===== config.mk =====
export PLATFORM = sky130hd
export DESIGN_NAME = io_port_bridge
export DESIGN_NICKNAME = d
export VERILOG_FILES = /design/src/rtl/io_port_bridge.sv
export SDC_FILE = /design/constraint.sdc
export NUM_CORES = 1
export LEC_CHECK = 0
export ABC_AREA = 1
export BUFFER_PORTS_ARGS = -buffer_cell sky130_fd_sc_hd__buf_2
export CORE_MARGIN = 5
export CORE_UTILIZATION = 54
export DETAILED_ROUTE_END_ITERATION = 12
export PLACE_DENSITY = 0.75
export REMOVE_ABC_BUFFERS = 1
export SKIP_CTS_REPAIR_TIMING = 1
export SLEW_MARGIN = 20
export SYNTH_ARGS = -nofsm -noshare
export SYNTH_HDL_FRONTEND = slang
export SYNTH_SLANG_ARGS = --single-unit

===== constraint.sdc =====
create_clock -name clk -period 5.55 [get_ports clk]
set_clock_uncertainty 0.1 [all_clocks]
set_input_delay 1.11 -clock clk [delete_from_list [all_inputs] [get_ports clk]]
set_output_delay 1.11 -clock clk [all_outputs]
set_load 0.01 [all_outputs]

===== src/rtl/io_port_bridge.sv =====
// CPU-side I/O port bridge: buffers CPU OUT words into a TX FIFO drained over valid/ready,
// and parks one inbound valid/ready word in a holding register until the CPU acknowledges it.
module io_port_bridge #(
   parameter int DATA_W = 16,
   parameter int DEPTH  = 8,
   parameter int AW     = 3
) (
   input  logic              clk,
   input  logic              rst,
   input  logic [DATA_W-1:0] cpu_out_port,
   input  logic              cpu_out_we,
   output logic [DATA_W-1:0] cpu_in_port,
   input  logic              cpu_in_ack,
   output logic              in_pending,
   output logic [DATA_W-1:0] tx_data,
   output logic              tx_valid,
   input  logic              tx_ready,
   output logic [AW:0]       tx_count,
   output logic              ovf_err,
   input  logic              ovf_clr,
   input  logic [DATA_W-1:0] rx_data,
   input  logic              rx_valid,
   output logic              rx_ready
);

   localparam logic ST_EMPTY = 1'b0;
   localparam logic ST_FULL  = 1'b1;
   localparam logic [AW:0] DEPTH_C = (AW+1)'(DEPTH);

   logic [DATA_W-1:0] mem [DEPTH];
   logic [AW-1:0]     wr_ptr, rd_ptr;
   logic [AW:0]       count;
   logic              full, push, pop;

   logic              in_full;
   logic [DATA_W-1:0] in_data;

   assign full     = (count == DEPTH_C);
   assign tx_valid = (count != '0);
   assign pop      = tx_valid && tx_ready;
   // A pop in the same cycle frees the slot, so a write into a full FIFO still lands.
   assign push     = cpu_out_we && (!full || pop);
   assign tx_data  = mem[rd_ptr];
   assign tx_count = count;

   always_ff @(posedge clk) begin
      if (push) mem[wr_ptr] <= cpu_out_port;
   end

   always_ff @(posedge clk) begin
      if (!rst) begin
         wr_ptr <= '0;
         rd_ptr <= '0;
         count  <= '0;
      end else begin
         if (push) wr_ptr <= wr_ptr + 1'b1;
         if (pop)  rd_ptr <= rd_ptr + 1'b1;
         case ({push, pop})
            2'b10:   count <= count + 1'b1;
            2'b01:   count <= count - 1'b1;
            default: count <= count;
         endcase
      end
   end

   // Set has priority over clear so a drop coinciding with a clear is never lost.
   always_ff @(posedge clk) begin
      if (!rst)                                ovf_err <= 1'b0;
      else if (cpu_out_we && full && !pop)     ovf_err <= 1'b1;
      else if (ovf_clr)                        ovf_err <= 1'b0;
   end

   always_ff @(posedge clk) begin
      if (!rst) begin
         in_full <= ST_EMPTY;
         in_data <= '0;
      end else begin
         case (in_full)
            ST_EMPTY: if (rx_valid) begin
               in_data <= rx_data;
               in_full <= ST_FULL;
            end
            ST_FULL: if (cpu_in_ack) in_full <= ST_EMPTY;
            default: in_full <= ST_EMPTY;
         endcase
      end
   end

   assign cpu_in_port = in_data;
   assign in_pending  = in_full;
   assign rx_ready    = (in_full == ST_EMPTY);

endmodule


=== Yosys cells after proc, flatten, opt, wreduce, memory -nomap -nowiden ===
Memories as Yosys holds them, arrays and structs flattened. A register that Yosys moved wholly into a read port is not among the register bits.
Cells that the tools add are included.

* Register bits: 28
* Bits of input ports: 39
* RAM bits: 128
* Memories: 1
* Word-level logic and storage cells: 36

{| class="wikitable"
|+ Memories
! memory !! depth !! bits a word !! rd ports !! clocked after Yosys merged registers in !! wr ports !! line !! RTL
|-
| mem || 8 || 16 || 1 || 1 || 1 || 30 || <nowiki>logic [DATA_W-1:0] mem [DEPTH];</nowiki>
|}

* Equality and inequality tests: 3
* Reductions and logical operators: 11
* $add $sub $neg: 4
* Bitwise logic cells: 1
* Muxes and demuxes: 10

{| class="wikitable"
|+ Operators by type and width
! kind !! number
|-
| 4-bit case mux with 2 select lines || 1
|-
| 3-bit by 1-bit adder with 3-bit output, second input constant || 2
|-
| 1-bit 2-to-1 mux || 6
|-
| 3-bit 2-to-1 mux || 2
|-
| 4-bit by 1-bit adder with 4-bit output, second input constant || 1
|-
| 4-bit == test, second input constant || 1
|-
| 1-bit logical AND || 4
|-
| 2-bit nonzero test || 2
|-
| 4-bit nonzero test || 1
|-
| 4-bit by 1-bit subtractor with 4-bit output, second input constant || 1
|-
| 2-bit by 1-bit == test with 1-bit output, second input constant || 1
|-
| 2-bit == test, second input constant || 1
|-
| 1-bit zero test || 2
|-
| 1-bit case mux with 2 select lines || 1
|-
| 2-bit AND reduction || 1
|-
| 1-bit logical OR || 1
|-
| 1-bit inverter || 1
|}

=== Longest topological paths before layout ===
Gate-level depths: netlist of run 1.

* Depth after elaboration: 6
* Gate-level depth with buffers: 13
* Mapped depth without buffers: 13

=== Least setup slack after synthesis of run 1 ===
Ideal clock, no wire load.

* Path type: input to register
* Start: input port tx_ready
* End: memory mem[1][0], enable pin
* Path slack: 2823 ps
* Required time: 5062 ps
* Arrival time: 2238 ps
* Path buffers: 0
* Stages: 6
* Path through: nor2_1 nand3_1 nand2_2 nor2_1 inv_2 nor2_1

* Longest elaborated chain between the ends: 5

{| class="wikitable"
|+ Ends and longest elaborated chain
! element !! line !! RTL
|-
| from (decl) || 17 || <nowiki>input logic tx_ready,</nowiki>
|-
| 1-bit logical AND || 40 || <nowiki>assign pop = tx_valid && tx_ready;</nowiki>
|-
| 1-bit logical OR || 42 || <nowiki>assign push = cpu_out_we && (!full || pop);</nowiki>
|-
| 1-bit logical AND || 42 ||
|-
| 1-bit 2-to-1 mux || 47 || <nowiki>if (push) mem[wr_ptr] <= cpu_out_port;</nowiki>
|-
| 1-bit 2-to-1 mux (implied by the code) || 47 ||
|-
| to (decl) || 30 ||
|}

Every way passes these cells.

==> results of run 1 <==
worst register-to-register path, delay by kind of cell (launching register included):
kind	cells	cell delay (ns)
buf+inv	2	0.42
flops	1	0.49
simple gates	5	1.03
logic make-up (layout without fill, tap and decap cells):
family          Yosys count  in the layout  synth area share (%)
compound gates           95             95                  9.59
fa+ha+maj                 3              3                 0.598
simple gates            234            234                  15.1
flops                   159            159                  71.1
buf+inv                  49            143                  3.45
xor+xnor                  1              1                 0.140
per-layer routing:
metal,up-vias,GRT usage [%],share of wire (%)
met3,20,6.15,7.5
li1,2071,-,-
met4,0,6.74,1.5
met5,-,0,0
met2,151,32.2,49
met1,2021,23.3,42
Yosys cell counts:
library cell	count	area share [%]
o32ai_1	32	4.5
xor2_1	1	0.14
nor2_4	1	0.18
nand3_4	1	0.28
o21a_1	1	0.12
nand3_1	6	0.48
nor2_1	144	8.6
edfxtp_1	128	61
buf_2	7	0.56
nand2_4	2	0.36
o21ai_2	1	0.14
o21ai_1	2	0.16
nand3_2	1	0.16
a21oi_1	9	0.72
o21ai_0	50	4.0
nand2_2	3	0.30
buf_1	1	0.060
nand2_1	71	4.2
inv_2	7	0.42
dfxtp_1	31	9.9
buf_4	6	0.72
nand4_1	4	0.40
inv_1	14	0.84
clkbuf_1	13	0.78
ha_1	3	0.60
nor2_2	1	0.10
clkinv_2	1	0.080
state kept, by name, indices dropped and copies added (netlist names), named ones only:
name / cells
in_pending: 1
cpu_in_port: 16
mem: 128
ovf_err: 1
rd_ptr: 3
wr_ptr: 3
tx_count: 4
final cells by class:
class	count	area, µm²
flip-flops and latches	159	4470
fillers	864	4020
multi-input cells	333	1600
clock buffers	20	500
repair buffers	89	473
well taps	143	179
clock inverters	12	103
inverters	22	83.8
report_power, final:
group | switching, µW | internal [µW] | total, µW
Sequential | 29.6 | 1340 | 1370
Clock | 485 | 669 | 1150
Combinational | 329 | 181 | 510
Total | 844 | 2190 | 3030
metrics by stage:
stage / std cells / power (µW)
final: 778 / 3030
after global routing: 778 / 3170
after CTS: 778 / 3050
after detailed placement: 746 / 1900
after global placement: 746 / 1880
after floorplan: 514 / 1720
worst max path at each step:
stage | end | slack, ns | from
CTS | tx_data[5] | 1.58 | flop
floorplan | tx_data[0] | 1.73 | flop
detailed placement | tx_data[5] | 2.06 | flop
global placement | tx_data[10] | 2.15 | flop
global route | tx_data[10] | 1.35 | flop
finish | tx_data[5] | 1.58 | flop
==> run metrics, run 1 <==
Placer Congestion=~0.82; DR vias=approximately 4300; Worst R2R Start=tx_count[2]$_SDFFE_PN0P_; crit-path max cell delay=approximately 0.52 ns; nets@finish=664; crit share post-route=71.4%; worst flop-to-flop path endpoint=mem[3][0]$_DFFE_PP_; Tot GR Track Use=a little under a fifth; Initial Utilization=about 55%; pwr/cell area=approximately 410 nW/µm²; grt ovf=0; WHS Path Cells=2; insertion delay to the later sink of the worst-skew pair=between 0.4 and 0.5 ns; Core Area=approximately 11000 µm²; pin count of the biggest net entering global routing=66; crit path buf inv count=4; worst slew pin tran=~0.86 ns; Max Fclk=~250 MHz; kind of cell adding the most delay to the critical path=buffers and inverters; Setup violations, final=0; drt drc=0; Min Clock Period, post-route=~4.0 ns; Crit. End Element=primary output; initial DRC count=about 340; final instance area=7400 µm²; P&R area growth vs syn=17.9%; Post-Place Setup Slack=just over 2 ns; critical setup path kind=flop to primary output; most frequent cells in the layout=nor2_1, edfxtp_1, buf_2, nand2_1, o21ai_0; detailed-placement wirelength estimate=7870 µm; outcome=complete, no violations; Startpoint Class=flop; vias in the first global route=approximately 4400; RSZ-0062 raised after global routing=false; Die H=between 100 and 150 µm; reg-to-reg setup timing slack=roughly 3.2 ns; worst rel slew slack=between 40% and 50%; Max Cap Violations=0; CP cell instances=buf_4 > clkinv_2 > buf_4 > nor2_1 > o32ai_1 > nand2_1 > nand2_1 > buf_2; Hold WC Path Type=flop to flop; first-pass GRT wire length=between 20000 and 25000 µm; Site Rows=39; Mapped Cells=between 500 and 600; H-tree levels=4; Synth Warn #=0; syn avg cell area=11.6 µm²; DR vias/cell=~5.5; Die Width=roughly 120 µm; commonest non-fill, non-tap cell in the layout=nor2_1; Max FO, Critical Path=65; r2r worst-path depth=7; port buffer count=78; Worst VDD drop=between 200 and 300 µV; Post-DRT Antenna Nets=0; fin worst setup slack=~1.6 ns; Seq cells post-synth=~160; layout cells sized above 1=~22%; CP Data Required Time=4.34 ns; root buf cell=clkbuf_16; CTS buffer count=17; I/O Pins=79; Die ar.=13900 µm²; n_diodes=0; initial antenna violation count=0; unique cell type count in the Yosys netlist=27; mapped cell area=6280 µm²; Crit path depth=8; CP arrival=~2.8 ns; placed cell areas=6800 µm²; register area share after synthesis=a little under three quarters; Hold Crit Start=ovf_err$_SDFFE_PN0P_; wirelength, routed=between 10000 and 15000 µm; Slowest-stage cell, CP=clkinv_2; Hold EP=ovf_err$_SDFFE_PN0P_; wire per inst=about 17 µm; Min Hold Slack=approximately 0.37 ns; Longest Clk Path Bufs=2; CTS tree=built; clock-pin slew on the worst setup and hold paths=0.07 ns; setup TNS=0 ns; Pre-antenna DRT Iters=7; P_leak=about 0.0029 µW; clk sinks=159; count of final hold-check violations=0; utilization after layout=between 60 and 70%; max-slew violations=0
No activity file was read; power rests on OpenSTA's default activity.
==> run 2, diff against run 1 <==
--- a/config.mk
+++ b/config.mk
@@ -8,9 +8,9 @@
 export ABC_AREA = 1
 export BUFFER_PORTS_ARGS = -buffer_cell sky130_fd_sc_hd__buf_2
 export CORE_MARGIN = 5
-export CORE_UTILIZATION = 54
+export CORE_UTILIZATION = 52
 export DETAILED_ROUTE_END_ITERATION = 12
-export PLACE_DENSITY = 0.75
+export PLACE_DENSITY = 0.76
 export REMOVE_ABC_BUFFERS = 1
 export SKIP_CTS_REPAIR_TIMING = 1
 export SLEW_MARGIN = 20
==> constraint.sdc (replaced) <==
create_clock -name clk -period 3.5 [get_ports clk]
set_clock_uncertainty 0.1 [all_clocks]
set_input_delay 0.7 -clock clk [delete_from_list [all_inputs] [get_ports clk]]
set_output_delay 0.7 -clock clk [all_outputs]
set_load 0.01 [all_outputs]
==> run 2 against run 1 <==
  * Critical path depth shrank 2
  * Utilization shrank 2.5 points
  * Combinational power increased by 59%
  * Sequential share of layout area fell by 0.13 points
  * Largest cell class unchanged
==> run metrics, run 2 (synthesis gave the netlist of run 1 again) <==
vias in the first global route=roughly 4200; layout cells sized above 1=21.6%; I/O Pins=79; count of final hold-check violations=0; clk sinks=159; Min Clock Period, post-route=2.87 ns; clock-pin slew on the worst setup and hold paths=about 0.06 ns; worst slew pin tran=between 0.7 and 0.8 ns; insertion delay to the later sink of the worst-skew pair=between 0.4 and 0.5 ns; Site Rows=40; GRT busiest layer=met2; Post-Place Setup Slack=1.10 ns; H-tree levels=4; Max FO, Critical Path=64; Tot GR Track Use=around 18%; Pre-antenna DRT Iters=4; grt ovf=0; first-pass GRT wire length=20300 µm; Startpoint Class=flop; Min Hold Slack=between 0.3 and 0.4 ns; Die H=between 100 and 150 µm; most frequent cells in the layout=nor2_1, edfxtp_1, buf_2, nand2_1, o21ai_0; Initial Utilization=a little over half; Top reg by flops=mem; worst rel slew slack=a little over half; Worst R2R Start=tx_count[2]$_SDFFE_PN0P_; DR vias/cell=approximately 5.4; root buf cell=clkbuf_16; Max Cap Violations=0; Setup violations, final=0; RSZ-0062 raised after global routing=false; pwr/cell area=643 nW/µm²; nets@finish=roughly 670; Die Width=120 µm; Placer Congestion=between 0.7 and 0.8; Die ar.=approximately 14000 µm²; n_diodes=0; detailed-placement wirelength estimate=7410 µm; wire per inst=between 15 and 20 µm; initial antenna violation count=0; Core Area=roughly 12000 µm²; initial DRC count=370; met3 Use GR=a little over 5%; Longest Clk Path Bufs=2; port buffer count=78; met1 usage in global routing=a little under a quarter; Hold Crit Start=rd_ptr[2]$_SDFFE_PN0N_; Max Fclk=349 MHz; Crit. End Element=primary output; CP Data Required Time=between 2 and 3 ns; setup TNS=0 ns; drt drc=0; met2 Use GR=around 29%; fin worst setup slack=around 0.63 ns; wirelength, routed=~12000 µm; pin count of the biggest net entering global routing=65; Post-DRT Antenna Nets=0; commonest non-fill, non-tap cell in the layout=nor2_1; Hold WC Path Type=flop to flop; P_leak=between 0.002 and 0.003 µW; Worst VDD drop=422 µV; max reg flops=around 130; CTS buffer count=17; outcome=complete, no violations; DR vias=about 4200; max-slew violations=0; critical setup path kind=flop to primary output; CP arrival=roughly 2.1 ns; CTS tree=built; crit share post-route=between 80 and 90%; P&R area growth vs syn=18.2%
-- run 2: cell types whose count changed in the layout (fill, tap and decap cells not counted) --
cell | previous run | this run
clkinv_2 | 1 | 4
clkinvlp_2 | 0 | 1
inv_6 | 8 | 0
clkinv_4 | 1 | 2
clkinv_1 | 0 | 3
inv_8 | 1 | 0
clkbuf_16 | 20 | 17
inv_4 | 2 | 0
clkbuf_1 | 0 | 2
buf_4 | 11 | 13
bufinv_16 | 0 | 3
clkinvlp_4 | 0 | 1
buf_12 | 0 | 1
-- run 2: per-layer routing --
layer	part of all wire (%)	wire, µm
met5	0	0
met4	1.6	196
met3	7.1	890
met2	48	5930
met1	44	5430
-- run 2: path summary, 6_finish.rpt --
kind / slack (ns) / endpoint / cells past startpoint
max: 0.63 / tx_data[3] / 6
min: 0.37 / rd_ptr[2]$_SDFFE_PN0N_ / 2
max reg2reg: 1.61 / mem[1][11]$_DFFE_PP_ / 7
min reg2reg: 0.37 / rd_ptr[2]$_SDFFE_PN0N_ / 2
-- run 2: cell type report --
cell class | instances | area (µm²)
fillers | 947 | 4490
inverters | 22 | 83.8
flip-flops and latches | 159 | 4470
clock buffers | 19 | 433
repair buffers | 92 | 508
clock inverters | 13 | 146
multi-input cells | 333 | 1600
well taps | 147 | 184
-- run 2: critical path, stage by stage, from the launching register on --
cell     delay, ns
dfxtp_2       0.33
buf_4         0.50
nor2_1        0.13
o32ai_1       0.34
nand2_1       0.10
nand2_1       0.09
buf_2         0.13
-- run 2: through the flow --
stage	total power, µW	std cells	area [µm²]	util [%]
2_1_floorplan	2720	514	6140	-
3_3_place_gp	2990	753	6840	57.4
3_5_place_dp	3020	753	6840	57.4
4_1_cts	4810	785	7420	62.3
5_1_grt	5010	785	7420	62.3
6_report	4770	785	7420	62.3
-- run 2: power breakdown --
group          internal [µW]  switching [µW]  total (µW)
clock network           1110             684        1790
registers               2120            44.3        2170
logic                    294             517         811
total                   3520            1250        4770
==> run 3, diff against run 2 <==
--- a/config.mk
+++ b/config.mk
@@ -5,7 +5,7 @@
 export SDC_FILE = /design/constraint.sdc
 export NUM_CORES = 1
 export LEC_CHECK = 0
-export ABC_AREA = 1
+export ABC_AREA = 0
 export BUFFER_PORTS_ARGS = -buffer_cell sky130_fd_sc_hd__buf_2
 export CORE_MARGIN = 5
 export CORE_UTILIZATION = 52
==> constraint.sdc (replaced) <==
create_clock -name clk -period 2.44 [get_ports clk]
set_clock_uncertainty 0.1 [all_clocks]
set_input_delay 0.488 -clock clk [delete_from_list [all_inputs] [get_ports clk]]
set_output_delay 0.488 -clock clk [all_outputs]
set_load 0.01 [all_outputs]
==> run 3 against run 2 <==
  * Clock power grew 42%
  * Largest power group unchanged
  * Worst setup slack got worse by 0.71 ns
  * Critical endpoint is now tx_data[14]
  * Utilization increased by 1.6 points
  * First-iteration DRC count decreased by 28%
  * The run now ends with setup timing left
==> run metrics, run 3 <==
synth top area cells=edfxtp_1, mux4_2, dfxtp_1, mux2_2, nand2_1; vias in the first global route=~3600; Compound-Gate Fraction of Synth Area=about 3.5%; fill count=between 800 and 900; Pre-antenna DRT Iters=4; syn avg cell area=around 18 µm²; crit-path max cell delay=about 0.50 ns; layout cells sized above 1=about two fifths; largest family of logic cells by synthesized area=multiplexers; register area share after synthesis=between 70% and 80%; r2r worst-path depth=7; placed cell count=approximately 570; crit path buf inv count=2; Non-Filler Instances=600; DR vias/cell=between 5 and 6; number of flops mapped to enable cells by yosys=128; CP cell instances=buf_12 > mux4_2 > mux2_2 > buf_2; reg-to-reg setup timing slack=~0.30 ns; max-slew violations=0; Worst R2R Start=tx_count[3]$_SDFFE_PN0P_; max reg flops=between 100 and 150; CP Data Required Time=about 1.9 ns; Worst VDD drop=around 620 µV; Min Clock Period, post-route=roughly 2.5 ns; Adder-Cell Fraction of Synth Area=less than 1%; worst flop-to-flop path endpoint=tx_count[2]$_SDFFE_PN0P_; Core Area=roughly 12000 µm²; Crit path depth=4; Site Rows=40; wire per inst=approximately 20 µm; pin count of the biggest net entering global routing=34; Post-DRT Antenna Nets=0; grt ovf=0; first-pass GRT wire length=18700 µm; Post-Synth XOR/XNOR Area=0.986%; Max FO, Critical Path=12; Slowest-stage cell, CP=mux4_2; port buffer count=78; kind of cell adding the most delay to the critical path=multiplexers; insertion delay to the later sink of the worst-skew pair=0.41 ns; FFs w/ async S/R, synth=0%; utilization after layout=between 60% and 70%; RSZ-0062 raised after global routing=true; largest area contributor in the netlist=edfxtp_1; Max Cap Violations=0; most frequent cells in the layout=edfxtp_1, buf_2, nand2_1, mux4_2, dfxtp_1; Setup crit end=tx_data[14]; Crit. End Element=primary output; Mapped Cells=~340; Top reg by flops=mem; Die H=roughly 120 µm; worst rel slew slack=about two thirds; clk sinks=~160; Startpoint Class=flop; fraction of synthesized area in multiplexers=roughly 15%; wirelength, routed=11800 µm; Initial Utilization=a little over half; DR vias=about 3300; detailed-placement wirelength estimate=7140 µm; crit share post-route=103%; Max Fclk=roughly 400 MHz; initial DRC count=266; Min Hold Slack=between 0.2 and 0.25 ns; root buf cell=clkbuf_16; commonest non-fill, non-tap cell in the layout=edfxtp_1; ys flop type=edfxtp_1; P_leak=approximately 0.0027 µW; count of final hold-check violations=0; Simple-Gate Fraction of Synth Area=6.22%; n_diodes=0; nets@finish=roughly 480; Placer Congestion=approximately 0.75; I/O Pins=79; pwr/cell area=around 950 nW/µm²; Setup violations, final=16; Synth Warn #=0; Seq cells post-synth=around 160; Hold WC Path Type=primary input to flop; CTS buffer count=17; Tot GR Track Use=17.6%; Die Width=119 µm; clock-pin slew on the worst setup and hold paths=approximately 0.060 ns; mapped cell area=about 6200 µm²; Die ar.=14200 µm²; Longest Clk Path Bufs=2; failing checks=setup timing; H-tree levels=4; total power draw=7190 µW; P&R area growth vs syn=21.8%; drt drc=0; CP arrival=approximately 1.9 ns; cell with the most instances after synthesis=edfxtp_1; outcome=complete, but fails checks; fin worst setup slack=-0.0756 ns; CTS tree=built; top-area cell type share of the netlist area=between 60% and 70%; initial antenna violation count=0; critical setup path kind=flop to primary output; worst slew pin tran=about 0.5 ns; top post-synthesis cells by count=edfxtp_1, nand2_1, mux4_2; unique cell type count in the Yosys netlist=48
## run 3: area by class of cell
type / instances / area [µm²] / share of cell area, %
clock buffers: 24 / 452 / 5.96
clock inverters: 8 / 118 / 1.55
inverters: 2 / 7.51 / 0.0991
multi-input cells: 164 / 1690 / 22.3
flip-flops and latches: 159 / 4470 / 59.0
well taps: 147 / 184 / 2.43
repair buffers: 96 / 656 / 8.66
## run 3: kinds of logic after synthesis
kind of cell             count (synthesis)
flip-flops                             159
AND/OR/NAND/NOR                         75
adder cells (fa/ha/maj)                  3
buffers and inverters                   20
multiplexers                            51
XOR/XNOR                                 7
AO/OA/AOI/OAI                           28
## run 3: worst min-delay path by stage
| stage | from | cells past startpoint | slack (ns) | to |
|---|---|---|---|---|
| 2_1_floorplan | cpu_in_port[0]$_SDFFE_PN0P_ | 2 | 0.39 | cpu_in_port[0]$_SDFFE_PN0P_ |
| 3_3_place_gp | cpu_in_port[1]$_SDFFE_PN0P_ | 2 | 0.35 | cpu_in_port[1]$_SDFFE_PN0P_ |
| 3_5_place_dp | cpu_in_port[0]$_SDFFE_PN0P_ | 2 | 0.35 | cpu_in_port[0]$_SDFFE_PN0P_ |
| 4_1_cts | rx_data[13] | 3 | 0.21 | cpu_in_port[13]$_SDFFE_PN0P_ |
| 5_1_grt | rx_valid | 2 | 0.21 | in_pending$_SDFF_PN0_ |
| 6_report | rx_data[8] | 3 | 0.23 | cpu_in_port[8]$_SDFFE_PN0P_ |
## run 3: worst min-delay path: stages
cell and delay, ns:
buf_2 0.09, nand2_1 0.04, a21boi_0 0.06
## run 3: metrics by stage
stage          area (µm²)  setup TNS [ns]  worst slack [ns]
2_1_floorplan        6100          -22.17            -0.528
3_3_place_gp         6870               0             0.333
4_1_cts              7440           -1.55            -0.133
3_5_place_dp         6870               0             0.318
6_report             7570          -0.730           -0.0756
5_1_grt              7570           -1.88            -0.143
## run 3: metal layers
metal | vias to the layer above | GRT usage, % | part of all wire (%)
met3 | 10 | 6.36 | 6.4
met2 | 121 | 29.1 | 51
met1 | 1646 | 21.9 | 42
met4 | 0 | 4.94 | 0.94
li1 | 1533 | - | -
met5 | - | 0 | 0
## run 3: report_power, final
group          leakage (µW)  total [µW]  internal [µW]  switching, µW
clock              0.000278        2550           1600            948
combinational      0.000994        1490            851            639
sequential          0.00142        3150           3050           93.3
total               0.00269        7190           5510           1680
